## config.mk

```make
export PLATFORM = sky130hd
export DESIGN_NAME = seg7_scan_driver_flat
export DESIGN_NICKNAME = d
export VERILOG_FILES = /design/src/rtl/seg7_scan_driver_if.sv /design/src/rtl/seg7_scan_driver.sv /design/src/flat_wrapper.sv
export SDC_FILE = /design/constraint.sdc
export NUM_CORES = 1
export LEC_CHECK = 0
export BUFFER_PORTS_ARGS = -buffer_cell sky130_fd_sc_hd__buf_2
export CAP_MARGIN = 15
export CORE_MARGIN = 3
export CORE_UTILIZATION = 60
export DETAILED_ROUTE_END_ITERATION = 16
export PLACE_DENSITY = 0.84
export RECOVER_POWER = 50
export SLEW_MARGIN = 20
export SYNTH_ARGS = -nofsm -noshare
export SYNTH_HDL_FRONTEND = slang
export SYNTH_SLANG_ARGS = --single-unit
```

## constraint.sdc

```tcl
create_clock -name clk_in -period 4.9 [get_ports clk_in]
set_clock_uncertainty 0.1 [all_clocks]
set_input_delay 0.98 -clock clk_in [delete_from_list [all_inputs] [get_ports clk_in]]
set_output_delay 0.98 -clock clk_in [all_outputs]
set_load 0.005 [all_outputs]
```

## src/rtl/seg7_scan_driver_if.sv

```systemverilog
// rtl/seg7_scan_driver_if.sv - display data/drive bundle for seg7_scan_driver
interface seg7_scan_driver_if #(
    parameter int NUM_DIGITS = 4
);
    logic [4*NUM_DIGITS-1:0] value;
    logic [NUM_DIGITS-1:0]   dp_in;
    logic [NUM_DIGITS-1:0]   an;
    logic [6:0]              seg;
    logic                    dp;
    logic                    frame_done;

    modport master (output value, dp_in, input an, seg, dp, frame_done);
    modport slave  (input value, dp_in, output an, seg, dp, frame_done);
endinterface

```

## src/rtl/seg7_scan_driver.sv

```systemverilog
// rtl/seg7_scan_driver.sv - time-multiplexed seven-segment scan driver with blanking and frame-latched value
module seg7_scan_driver #(
    parameter int NUM_DIGITS   = 4,
    parameter int BLANK_CYCLES = 16,
    parameter bit LZ_SUPPRESS  = 1'b0
) (
    input  logic              clk_in,
    input  logic              rst_n,
    input  logic              scan_clk,
    seg7_scan_driver_if.slave disp
);
    localparam int IDX_W = $clog2(NUM_DIGITS);

    typedef enum logic [1:0] {S_IDLE, S_BLANK, S_DRIVE} state_t;

    state_t                  r_state;
    logic [2:0]              r_sync;
    logic [7:0]              r_cnt;
    logic [IDX_W-1:0]        r_index;
    logic [4*NUM_DIGITS-1:0] r_shadow_val;
    logic [NUM_DIGITS-1:0]   r_shadow_dp;
    logic [NUM_DIGITS-1:0]   r_an;
    logic [6:0]              r_seg;
    logic                    r_dp;
    logic                    r_frame_done;

    state_t                  w_state_nxt;
    logic [7:0]              w_cnt_nxt;
    logic [IDX_W-1:0]        w_index_nxt;
    logic                    w_load;
    logic                    w_frame_done_nxt;
    logic                    w_tick;
    logic [3:0]              w_digit;
    logic                    w_upper_zero;
    logic                    w_lz_blank;
    logic [NUM_DIGITS-1:0]   w_an_nxt;
    logic [6:0]              w_seg_nxt;
    logic                    w_dp_nxt;

    function automatic logic [6:0] hex_to_seg(input logic [3:0] h);
        case (h)
            4'h0:    hex_to_seg = 7'h40;
            4'h1:    hex_to_seg = 7'h79;
            4'h2:    hex_to_seg = 7'h24;
            4'h3:    hex_to_seg = 7'h30;
            4'h4:    hex_to_seg = 7'h19;
            4'h5:    hex_to_seg = 7'h12;
            4'h6:    hex_to_seg = 7'h02;
            4'h7:    hex_to_seg = 7'h78;
            4'h8:    hex_to_seg = 7'h00;
            4'h9:    hex_to_seg = 7'h10;
            4'hA:    hex_to_seg = 7'h08;
            4'hB:    hex_to_seg = 7'h03;
            4'hC:    hex_to_seg = 7'h46;
            4'hD:    hex_to_seg = 7'h21;
            4'hE:    hex_to_seg = 7'h06;
            default: hex_to_seg = 7'h0E;
        endcase
    endfunction

    // scan_clk is asynchronous: two flops resolve metastability, the third finds the rising edge
    assign w_tick = r_sync[1] & ~r_sync[2];

    assign w_digit      = r_shadow_val[{r_index, 2'b00} +: 4];
    assign w_upper_zero = ((r_shadow_val >> {r_index, 2'b00}) == '0);
    assign w_lz_blank   = LZ_SUPPRESS && (r_index != '0) && w_upper_zero;

    always_comb begin
        w_state_nxt      = r_state;
        w_cnt_nxt        = r_cnt;
        w_index_nxt      = r_index;
        w_load           = 1'b0;
        w_frame_done_nxt = 1'b0;
        case (r_state)
            S_IDLE: begin
                if (w_tick) begin
                    w_load      = 1'b1;
                    w_index_nxt = '0;
                    w_cnt_nxt   = '0;
                    w_state_nxt = S_BLANK;
                end
            end
            S_BLANK: begin
                // ticks arriving here are dropped on purpose; the scan period dwarfs the gap
                if (r_cnt == 8'(BLANK_CYCLES - 1)) begin
                    w_state_nxt = S_DRIVE;
                end else begin
                    w_cnt_nxt = r_cnt + 8'd1;
                end
            end
            S_DRIVE: begin
                if (w_tick) begin
                    w_cnt_nxt   = '0;
                    w_state_nxt = S_BLANK;
                    if (r_index == IDX_W'(NUM_DIGITS - 1)) begin
                        w_index_nxt      = '0;
                        w_load           = 1'b1;
                        w_frame_done_nxt = 1'b1;
                    end else begin
                        w_index_nxt = r_index + IDX_W'(1);
                    end
                end
            end
            default: w_state_nxt = S_IDLE;
        endcase
    end

    // index and shadow never change on a transition into DRIVE, so current values decode the next digit
    always_comb begin
        w_an_nxt  = '1;
        w_seg_nxt = 7'h7F;
        w_dp_nxt  = 1'b1;
        if (w_state_nxt == S_DRIVE) begin
            w_an_nxt  = ~(NUM_DIGITS'(1) << r_index);
            w_seg_nxt = w_lz_blank ? 7'h7F : hex_to_seg(w_digit);
            w_dp_nxt  = ~r_shadow_dp[r_index];
        end
    end

    always_ff @(posedge clk_in or negedge rst_n) begin
        if (!rst_n) begin
            r_sync       <= '0;
            r_state      <= S_IDLE;
            r_cnt        <= '0;
            r_index      <= '0;
            r_shadow_val <= '0;
            r_shadow_dp  <= '0;
            r_an         <= '1;
            r_seg        <= 7'h7F;
            r_dp         <= 1'b1;
            r_frame_done <= 1'b0;
        end else begin
            r_sync       <= {r_sync[1:0], scan_clk};
            r_state      <= w_state_nxt;
            r_cnt        <= w_cnt_nxt;
            r_index      <= w_index_nxt;
            r_an         <= w_an_nxt;
            r_seg        <= w_seg_nxt;
            r_dp         <= w_dp_nxt;
            r_frame_done <= w_frame_done_nxt;
            if (w_load) begin
                r_shadow_val <= disp.value;
                r_shadow_dp  <= disp.dp_in;
            end
        end
    end

    assign disp.an         = r_an;
    assign disp.seg        = r_seg;
    assign disp.dp         = r_dp;
    assign disp.frame_done = r_frame_done;
endmodule

```

## src/flat_wrapper.sv

```systemverilog
// flat-port wrapper written by rule: the top's interface ports become plain ports
module seg7_scan_driver_flat 
#(
    parameter int NUM_DIGITS   = 4,
    parameter int BLANK_CYCLES = 16,
    parameter bit LZ_SUPPRESS  = 1'b0
)
  (clk_in, rst_n, scan_clk, disp_value, disp_dp_in, disp_an, disp_seg, disp_dp, disp_frame_done);
  seg7_scan_driver_if #(.NUM_DIGITS(NUM_DIGITS)) disp_i ();
  input  logic clk_in;
  input  logic rst_n;
  input  logic scan_clk;
  input wire logic [$bits(disp_i.value)-1:0] disp_value;
  input wire logic [$bits(disp_i.dp_in)-1:0] disp_dp_in;
  output wire logic [$bits(disp_i.an)-1:0] disp_an;
  output wire logic [$bits(disp_i.seg)-1:0] disp_seg;
  output wire logic [$bits(disp_i.dp)-1:0] disp_dp;
  output wire logic [$bits(disp_i.frame_done)-1:0] disp_frame_done;
  assign disp_i.value = disp_value;
  assign disp_i.dp_in = disp_dp_in;
  assign disp_an = disp_i.an;
  assign disp_seg = disp_i.seg;
  assign disp_dp = disp_i.dp;
  assign disp_frame_done = disp_i.frame_done;
  seg7_scan_driver #(.NUM_DIGITS(NUM_DIGITS), .BLANK_CYCLES(BLANK_CYCLES), .LZ_SUPPRESS(LZ_SUPPRESS)) u_core (.clk_in(clk_in), .rst_n(rst_n), .scan_clk(scan_clk), .disp(disp_i));
endmodule
```

Word level (Yosys, flattened, before mapping)
Memory sizes are Yosys's and may differ from the RTL's.
Cells that the tools add are included.
{"block": "word_totals", "ff_bits": 48, "latchBits": 0, "mem_bits_rw": 0, "romBits": 112, "inputBits": 23, "n_memories": 1}
{"block": "classes", "n_addsub": 2, "mul": 0, "n_div": 0, "n_lt_le_gt_ge": 1, "n_eq_ne": 9, "shift": 2, "n_mux": 20, "bitwise_logic": 4, "reduce_logical": 6}
{"name": "(name not given)", "words": 16, "word_bits": 7, "read_ports": 1, "rd_ports_with_merged_regs": 0, "write_ports": 0, "line_no": "seg7_scan_driver.sv:41", "source": "case (h)"}
{"operator": "$mux W8", "n": 2}
{"operator": "$pmux W8 S2", "n": 1}
{"operator": "$shiftx A16 B5 Y4", "n": 1}
{"operator": "$mux W2", "n": 5}
{"operator": "$add A8 B1 Y8 const B", "n": 1}
{"operator": "$eq A8 B4 Y1 const B", "n": 1}
{"operator": "$pmux W2 S2", "n": 2}
{"operator": "$mux W7", "n": 1}
{"operator": "$eq A2 B2 Y1 const B", "n": 3}
{"operator": "$mux W1", "n": 6}
{"operator": "$ne A2 B1 Y1 const B", "n": 3}
{"operator": "$reduce_and A3 Y1", "n": 2}
{"operator": "$mux W4", "n": 1}
{"operator": "$not A4 Y4", "n": 1}
{"operator": "$reduce_bool A2 Y1", "n": 2}
{"operator": "$shl A1 B2 Y4 const A", "n": 1}
{"operator": "$lt A2 B3 Y1 const B", "n": 1}
{"operator": "$add A2 B1 Y2 const B", "n": 1}
{"operator": "$bmux W1 S2", "n": 1}
{"operator": "$eq A2 B1 Y1 const B", "n": 1}
{"operator": "$logic_not A2 Y1", "n": 1}
{"operator": "$ne A2 B2 Y1 const B", "n": 1}
{"operator": "$not A1 Y1", "n": 2}
{"operator": "$pmux W1 S2", "n": 1}
{"operator": "other kinds (2)", "n": 2}

Logic depth before layout (Yosys ltp)
Gate-level depths: netlist of run 1.
{"block": "depth", "depth_word": 6, "mapped_depth": 8, "ltp_nobuf": 7}

Worst setup path before layout of run 1
No wires, ideal clock.
{"block": "synth_timing", "path_type": "register -> register", "start": "reg u_core.r_index[0]", "end": "reg u_core.r_seg[3], in the netlist u_core.disp.seg[3]", "arrival_time_ps": 1737, "required_ps": 4722, "slack_ps": 2985, "path_stages_with_launch": 7, "path_buffers": 1, "cell_sequence": "dfrtp_1 -> buf_6 -> mux4_2 -> ha_1 -> mux2_4 -> mux2i_1 -> nand2_1"}
{"block": "synth_via", "elab_chain_cells": 3}
{"item": "from (decl)", "line_no": "seg7_scan_driver.sv:19", "source": "logic [IDX_W-1:0] r_index;"}
{"item": "from (signal assigned)", "line_no": "seg7_scan_driver.sv:136", "source": "r_index <= w_index_nxt;"}
{"item": "$shiftx A16 B5 Y4", "line_no": "seg7_scan_driver.sv:64", "source": "assign w_digit = r_shadow_val[{r_index, 2'b00} +: 4];"}
{"item": "$mem_v2 Z16 W7"}
{"item": "$mux W7", "line_no": "seg7_scan_driver.sv:113", "source": "if (w_state_nxt == S_DRIVE) begin"}
{"item": "named net u_core.w_seg_nxt[3]", "line_no": "seg7_scan_driver.sv:37", "source": "logic [6:0] w_seg_nxt;"}
{"item": "to (signal assigned)", "line_no": "seg7_scan_driver.sv:138", "source": "r_seg <= w_seg_nxt;"}
{"item": "to (decl)", "line_no": "seg7_scan_driver.sv:23", "source": "logic [6:0] r_seg;"}
The timed path passes the listed nets, and every way through them passes these cells.
A chain may end at the register's enable or synchronous reset.

==> impl_metrics.yaml, run 1 <==
outcome:
  outcome: "finished with violations"
  violations: "max-capacitance violations, max-slew violations"
cts:
  clockRootBuffer: "clkbuf_8"
  htreeDepth: 2
  cts_tree: "done"
  cts_sinks: 48
  cts_buffers: 5
  postCtsResizedCells: 0
  clock_latency_ns: 0.30
  clockBufferDepth: 2
  clkSlewWorstSetupHoldPaths_ns: 0.08
  hold_buffers: 0
  postCtsSetupBuffers: 0
yosys:
  syn_avg_cell_area_um2: 12.8
  ys_seq_elements: 48
  ys_seq_area_share_pct: 52.5
  synthCells: 181
  synth_top_cell_by_area: "dfrtp_1"
  synth_nets: 215
  synthMuxAreaShare_pct: 18.5
  synth_area_leaders: "dfrtp_1 (39%), dfstp_2 (14%), mux2_2 (11%)"
  synth_top_area_share_pct: 38.9
  synthSimpleGateAreaFrac_pct: 9.28
  synth_xor_area_share_pct: 1.51
  yosys_warnings: 0
  synthAdderAreaFrac_pct: 5.94
  synth-edff-count: 0
  synth-compound-area-share_pct: 8.96
  synth-main-ff-cell: "dfrtp_1"
  ys_types: 41
  async_reset_ff_share_pct: 100
  synth_top_family_by_area: "multiplexers"
  mappedNetlistArea_mm2: 0.00232
final_layout:
  fill_cells: 233
  layout-drive-gt1-share_pct: 42.4
  antenna_cells: 0
  layout.nets: 250
  stdcell_count: 263
  area_growth_pct: 12.2
  final_core_util_pct: 73.9
timing:
  rsz0062_at_grt: "false"
  timing.final.crit_share_pct: 58.4
  tightestPinTransition_ns: 2.39
  setup_tns_ns: 0
  fin_ws_ns: 2.04
  finalSetupViolCount: 0
  fin_crit_ns: 2.86
  fmax_mhz: 350
  slew_headroom_pct: -59.4
  final_max_slew_viol_count: 49
  finalHoldViolations: 0
critical_path:
  worstSetupEndpointType: "async pin"
  arrival_ns: 2.68
  start_kind: "input port"
  crit_buf_inv: 1
  crit_required_ns: 4.71
  path_cells: "clkbuf_1"
  cp_top_family: "buffers and inverters"
  cpMaxStageDelayCell: "clkbuf_1"
  crit_type: "in2async"
  cp_max_fo: 48
  max_stage_delay_ns: 1.67
detailed_routing:
  antenna_left: 0
  vias: 1511
  drc_errors: 0
  avgRoutedWirePerCell_um: 15.2
  drt_iter0_markers: 104
  routed_via_density: 5.75
  drtPass1Iterations: 4
  wirelength_mm: 4.00
flow_run:
  cap_viol_max_count: 1
global_route:
  overflow: 0
  grt_pass1_wl_mm: 6.66
  grt_util_all_layers_pct: 19.8
  grt_pass1_vias: 1442
  antenna_found_initial: 0
  grt_max_degree: 49
placement:
  io_buffers: 35
  pre_cts_ws_ns: 2.70
  gp_congestion: 0.841
  place_inst: 255
  hpwl_mm: 2.90
floorplanning:
  start_util_pct: 65.8
  die-area_mm2: 0.00465
  die_x_um: 68.2
  io_pins: 36
  coreArea_mm2: 0.00352
  die_height_um: 68.2
  fp-row-count: 21
power:
  finalPower_mw: 1.32
  p_leak_nw: 1.15
  p_per_area_mw_per_mm2: 509
  ir_drop_mv: 0.377
min_path:
  hp-class: "reg2reg"
[sequential cells by signal, indices dropped and copies added (netlist names)]
name	flops
u_core.r_shadow_val	16
u_core.r_shadow_dp	4
u_core.disp.seg	7
u_core.disp.an	4
u_core.r_state	2
u_core.r_index	2
u_core.r_sync	3
u_core.r_cnt	8
u_core.disp.dp	1
u_core.disp.frame_done	1
[routing by layer]
metal	track usage [%]	part of all wire, %	routed length (µm)
met4	6.95	1.4	55
met3	5.91	5.9	237
met1	27.0	46	1830
met2	30.1	47	1880
met5	0	0	0
[metrics by stage]
stage | instance area, µm² | hold WS (ns)
6_report | 2600 | 0.263
5_1_grt | 2600 | 0.284
4_1_cts | 2610 | 0.269
3_5_place_dp | 2510 | 0.245
3_3_place_gp | 2510 | 0.236
2_1_floorplan | 2320 | 0.231
[where the power goes]
| part | total (mW) | internal (mW) | switching, mW |
|---|---|---|---|
| combinational | 0.483 | 0.253 | 0.230 |
| sequential | 0.605 | 0.514 | 0.0915 |
| clock | 0.235 | 0.113 | 0.122 |
[kinds of logic after synthesis]
| logic type | after synthesis |
|---|---|
| xor gates and xnor gates | 4 |
| AOI/OAI and AO/OA | 27 |
| muxes | 32 |
| DFF | 48 |
| adders and majority gates | 11 |
| buffers and inverters | 16 |
| and+or+nand+nor | 43 |
[area by class of cell]
class / instances / area [µm²] / share of cell area, %
Tap cell: 46 / 57.6 / 2.21
Inverter: 7 / 26.3 / 1.01
Clock inverter: 2 / 10.0 / 0.385
Sequential cell: 48 / 1220 / 46.8
Multi-Input combinational cell: 117 / 1020 / 39.3
Clock buffer: 6 / 82.6 / 3.17
Timing Repair Buffer: 37 / 185 / 7.12
[cell usage after synthesis (2+ instances only)]
cell      count
a21oi_1       3
a31o_2        3
a31oi_1       2
o21ai_0       5
nor3b_1       2
mux4_2        6
xor2_1        4
buf_2         3
ha_1         11
nand3_1       5
nor2_1        7
mux2_2       22
mux2i_1       3
o22ai_1       2
dfrtp_1      36
dfstp_2      12
clkbuf_1      3
nand2_1      17
and3_1        4
o211ai_1      3
inv_1         7
buf_4         2
[path summary, 6_finish.rpt]
| path | depth (start not counted) | to | start | slack, ns |
|---|---|---|---|---|
| worst min register to register | 0 | u_core.r_sync[1]$_DFF_PN0_ | u_core.r_sync[0]$_DFF_PN0_ | 0.26 |
| worst max-delay path | 1 | u_core.r_shadow_val[2]$_DFFE_PN0P_ | rst_n | 2.04 |
| worst max register to register | 7 | u_core.disp.seg[3]$_DFF_PN1_ | u_core.r_index[0]$_DFFE_PN0P_ | 2.67 |
| worst min-delay path | 0 | u_core.r_sync[1]$_DFF_PN0_ | u_core.r_sync[0]$_DFF_PN0_ | 0.26 |
| min in group asynchronous | 1 | u_core.r_cnt[0]$_DFFE_PN0P_ | rst_n | 1.31 |
| max in group clk_in | 7 | u_core.disp.seg[3]$_DFF_PN1_ | u_core.r_index[0]$_DFFE_PN0P_ | 2.67 |
[layout by cell type (no fill, tap or decap), types with 5 or more instances in the layout]
cell type / n
dfrtp_1: 36
buf_2: 34
mux2_2: 22
nand2_1: 17
dfstp_2: 12
ha_1: 11
inv_1: 7
nor2_1: 7
mux4_2: 6
clkbuf_8: 6
nand3_1: 5
Power figures use the tool's default switching activity.
==> run 2: changes to the inputs <==
Settings changed: CORE_UTILIZATION 60 to 56, PLACE_DENSITY 0.84 to 0.79.
Clock period 4.9 ns to 2.9 ns, I/O delays scaled along.
==> impl_metrics.yaml, run 2 (synthesis results as in run 1) <==
critical_path:
  crit_type: "reg2reg"
  crit_buf_inv: 1
  worstReg2RegStart: "u_core.r_index[0]$_DFFE_PN0P_"
  max_stage_delay_ns: 0.64
  cp_top_family: "multiplexers"
  path_cells: "mux4_2, inv_1, ha_1, nor3b_1, o31ai_1"
  arrival_ns: 2.26
  crit_required_ns: 3.00
  worst-r2r-cell-count: 5
  cpMaxStageDelayCell: "mux4_2"
  timing.rr.end: "u_core.disp.seg[0]$_DFF_PN1_"
  cp_max_fo: 9
  start_kind: "flop"
  worstSetupEndpointType: "flop"
  rrSetupSlack_ns: 0.74
timing:
  timing.final.crit_share_pct: 74.4
  timing.hold.ws_ns: 0.263
  fin_crit_ns: 2.16
  finalSetupViolCount: 0
  slew_headroom_pct: 24.4
  rsz0062_at_grt: "false"
  setup_tns_ns: 0
  final_max_slew_viol_count: 0
  finalHoldViolations: 0
  tightestPinTransition_ns: 1.13
  fmax_mhz: 463
cts:
  cts_sinks: 48
  clockRootBuffer: "clkbuf_8"
  cts_buffers: 5
  htreeDepth: 2
  postCtsResizedCells: 0
  clockBufferDepth: 2
  clock_latency_ns: 0.29
  cts_tree: "done"
  clkSlewWorstSetupHoldPaths_ns: 0.08
  hold_buffers: 0
  postCtsSetupBuffers: 0
final_layout:
  stdcell_count: 266
  area_growth_pct: 13.8
  mostFrequentLayoutCell: "dfrtp_1"
  largest_reg_flops: 16
  fin_area_mm2: 0.00264
  antenna_cells: 0
  final_cell_mix: "dfrtp_1 (36), buf_2 (33), mux2_2 (22)"
  layout.nets: 251
  layout-drive-gt1-share_pct: 42.7
  largest_register: "u_core.r_shadow_val"
floorplanning:
  start_util_pct: 60.6
  die_x_um: 70.3
  coreArea_mm2: 0.00383
  io_pins: 36
  die-area_mm2: 0.00495
  die_height_um: 70.3
  fp-row-count: 22
power:
  p_leak_nw: 1.17
  p_per_area_mw_per_mm2: 882
  clock_power_share_pct: 20.7
  power_frac_seq_pct: 44.2
  power_frac_comb_pct: 35.1
  switchingPower_uw: 753
  p_int_mw: 1.57
  ir_drop_mv: 0.536
  finalPower_mw: 2.33
  swShare_pct: 32.4
min_path:
  min-delay-start: "u_core.r_sync[0]$_DFF_PN0_"
  min_to: "u_core.r_sync[1]$_DFF_PN0_"
  hp-class: "reg2reg"
  min_path_cells: 0
detailed_routing:
  drc_errors: 0
  avgRoutedWirePerCell_um: 15.5
  routed_via_density: 5.59
  wirelength_mm: 4.13
  vias: 1486
  drtPass1Iterations: 4
  antenna_left: 0
  drt_iter0_markers: 144
global_route:
  antenna_found_initial: 0
  grt_pass1_vias: 1615
  grt_max_degree: 49
  overflow: 0
  grt_util_all_layers_pct: 18.7
  grt_pass1_wl_mm: 7.42
placement:
  placed_area_mm2: 0.00252
  hpwl_mm: 3.04
  gp_congestion: 0.810
  io_buffers: 35
  place_inst: 258
outcome:
  outcome: "completed"
flow_run:
  cap_viol_max_count: 0
## run 2: cell count changes in the layout (fill, tap and decap cells not counted)
cell / delta
buf_4: +2
buf_2: -1
clkinv_1: +1
clkinv_2: -2
clkbuf_2: +1
clkbuf_1: -1
bufinv_16: +1
## run 2: cell type report
type,instances,area (µm²)
Clock buffer,6,82.6
Tap cell,48,60.1
Sequential cell,48,1220
Multi-Input combinational cell,117,1020
Fill cell,264,1190
Timing Repair Buffer,38,196
Inverter,7,26.3
Clock inverter,2,33.8
## run 2: how the worst max path moves through the flow
| stage | startpoint | to | slack (ns) | cells after the start |
|---|---|---|---|---|
| global route | u_core.r_index[0]$_DFFE_PN0P_ | u_core.disp.seg[5]$_DFF_PN1_ | 0.57 | 6 |
| detailed placement | u_core.r_index[0]$_DFFE_PN0P_ | u_core.disp.seg[3]$_DFF_PN1_ | 0.75 | 5 |
| global placement | u_core.r_index[0]$_DFFE_PN0P_ | u_core.disp.seg[3]$_DFF_PN1_ | 0.83 | 5 |
| finish | u_core.r_index[0]$_DFFE_PN0P_ | u_core.disp.seg[0]$_DFF_PN1_ | 0.74 | 5 |
| CTS | u_core.r_index[0]$_DFFE_PN0P_ | u_core.disp.seg[0]$_DFF_PN1_ | 0.73 | 5 |
| floorplan | u_core.r_index[0]$_DFFE_PN0P_ | u_core.disp.seg[3]$_DFF_PN1_ | 0.99 | 6 |
## run 2: through the flow
| stage | util, % | setup WS [ns] |
|---|---|---|
| after floorplan | - | 0.985 |
| after CTS | 69.0 | 0.735 |
| after detailed placement | 66.0 | 0.749 |
| after global routing | 69.0 | 0.567 |
| after global placement | 66.0 | 0.831 |
| final | 69.0 | 0.742 |
## run 2: power by group through the flow
stage                     clock [mW]  sequential [mW]  combinational [mW]
final                          0.481             1.03               0.817
after global routing           0.527             1.06               0.909
after CTS                      0.499             1.03               0.815
after detailed placement           0             1.04               0.811
after global placement             0             1.02               0.763
after floorplan                    0            0.977               0.682
## run 2: metal layers
layer	GRT usage [%]	routed length, µm
met3	5.04	220
met4	7.02	29
met1	26.0	1900
met2	28.0	1980
met5	0	0
==> run 3: changes to the inputs <==
Settings changed: CORE_UTILIZATION 56 to 50, PLACE_DENSITY 0.79 to 0.74.
Clock period 2.9 ns to 1.9 ns, I/O delays scaled along.
==> impl_metrics.yaml, run 3 (synthesis results as in run 1) <==
cts:
  clockRootBuffer: "clkbuf_8"
  clockBufferDepth: 2
  clock_latency_ns: 0.30
  cts_sinks: 48
  htreeDepth: 2
  cts_buffers: 5
  cts_tree: "done"
  clkSlewWorstSetupHoldPaths_ns: 0.09
final_layout:
  mostFrequentLayoutCell: "buf_2"
  largest_register: "u_core.r_shadow_val"
  layout-drive-gt1-share_pct: 56.1
  layout.nets: 272
  final_core_util_pct: 67.8
  stdcell_count: 291
  area_growth_pct: 29.1
  final_cell_mix: "buf_2 (36), dfrtp_1 (34), mux2_2 (21)"
  antenna_cells: 0
  largest_reg_flops: 16
critical_path:
  worstSetupEndpointType: "flop"
  arrival_ns: 2.04
  cpMaxStageDelayCell: "mux4_2"
  path_cells: "mux4_2, inv_4, ha_2, nor3b_2, o31ai_1"
  max_stage_delay_ns: 0.65
  start_kind: "flop"
  cp_max_fo: 5
  crit_type: "reg2reg"
  crit_required_ns: 2.01
  rrSetupSlack_ns: -0.03
timing:
  fin_crit_ns: 1.93
  final_max_slew_viol_count: 0
  fin_ws_ns: -0.0330
  finalSetupViolCount: 17
  timing.final.crit_share_pct: 102
  fmax_mhz: 517
  tightestPinTransition_ns: 1.03
  slew_headroom_pct: 31.4
  finalHoldViolations: 0
  rsz0062_at_grt: "true"
placement:
  gp_congestion: 0.853
  io_buffers: 35
  place_inst: 278
  hpwl_mm: 3.00
detailed_routing:
  drt_iter0_markers: 107
  wirelength_mm: 4.52
  drtPass1Iterations: 4
  vias: 1591
  drc_errors: 0
  routed_via_density: 5.47
  avgRoutedWirePerCell_um: 15.5
  antenna_left: 0
global_route:
  grt_pass1_wl_mm: 7.27
  grt_max_degree: 49
  grt_pass1_vias: 1543
  overflow: 0
  antenna_found_initial: 0
  grt_util_all_layers_pct: 17.4
floorplanning:
  die_x_um: 74.1
  die_height_um: 74.1
  fp-row-count: 24
  io_pins: 36
  die-area_mm2: 0.00549
  start_util_pct: 52.5
  coreArea_mm2: 0.00441
power:
  ir_drop_mv: 0.723
  finalPower_mw: 3.94
  p_per_area_mw_per_mm2: 1320
  p_leak_nw: 1.30
outcome:
  violations: "negative setup slack"
  outcome: "finished with violations"
flow_run:
  cap_viol_max_count: 0
min_path:
  hp-class: "in2reg"
[run 3: changes by cell type in the layout (fill, tap and decap cells not counted), moves of 3 or more]
cell,before,now
buf_4,3,14
ha_4,0,5
buf_6,0,5
buf_2,33,36
ha_1,11,4
[run 3: worst paths after layout]
| kind | start | end | depth (start not counted) |
|---|---|---|---|
| max in group asynchronous | rst_n | u_core.r_index[0]$_DFFE_PN0P_ | 3 |
| worst min-delay path | scan_clk | u_core.r_sync[0]$_DFF_PN0_ | 1 |
| worst min register to register | u_core.r_sync[0]$_DFF_PN0_ | u_core.r_sync[1]$_DFF_PN0_ | 0 |
| worst max register to register | u_core.r_index[0]$_DFFE_PN0P_ | u_core.disp.seg[0]$_DFF_PN1_ | 5 |
| worst max-delay path | u_core.r_index[0]$_DFFE_PN0P_ | u_core.disp.seg[0]$_DFF_PN1_ | 5 |
| min in group asynchronous | rst_n | u_core.r_cnt[7]$_DFFE_PN0P_ | 3 |
[run 3: area by class of cell]
cell class | instances | area [µm²]
tap | 52 | 65.1
timing repair buffer | 59 | 422
clock buffer | 5 | 68.8
clock inverter | 3 | 42.5
fill | 316 | 1420
sequential | 48 | 1220
multi-input combinational | 117 | 1140
inverter | 7 | 31.3
[run 3: layer usage]
metal / routed length, µm / track usage, % / share of wire [%]
met1: 2130 / 25.0 / 47
met5: 0 / 0 / 0
met2: 2100 / 26.1 / 46
met4: 34 / 5.03 / 0.75
met3: 255 / 4.86 / 5.6
[run 3: critical path, delay by kind of cell (launching register included)]
family | cells | cell delay (ns)
muxes | 1 | 0.65
and+or+nand+nor | 1 | 0.05
buffers and inverters | 1 | 0.14
AOI/OAI and AO/OA | 1 | 0.24
DFF | 1 | 0.43
adders and majority gates | 1 | 0.21
[run 3: metrics by stage]
step                instance area (µm²)  hold slack (ns)  setup slack (ns)  TNS [ns]
finish                             2990           0.0798           -0.0330    -0.282
global route                       2990           0.0688            -0.101     -1.71
CTS                                2860           0.0664           -0.0149   -0.0149
detailed placement                 2680            0.244           -0.0948    -0.373
global placement                   2680            0.235           -0.0318   -0.0747
floorplan                          2320          -0.0156           0.00259         0
[run 3: power by group]
| group | switching [mW] | internal [mW] |
|---|---|---|
| registers | 0.222 | 1.32 |
| clock network | 0.339 | 0.389 |
| logic | 0.749 | 0.913 |
| total | 1.31 | 2.63 |
[run 3: what timing repair did]
item | 4_1_cts | 5_1_grt
cloned | 0 | 2
endpoints found under the hold margin | 36 | 0
endpoints found under the setup margin | 7 | 17
hold buffers | 1 | 0
pin swaps | 5 | 6
setup buffers | 1 | 1
gates resized for setup | 12 | 20
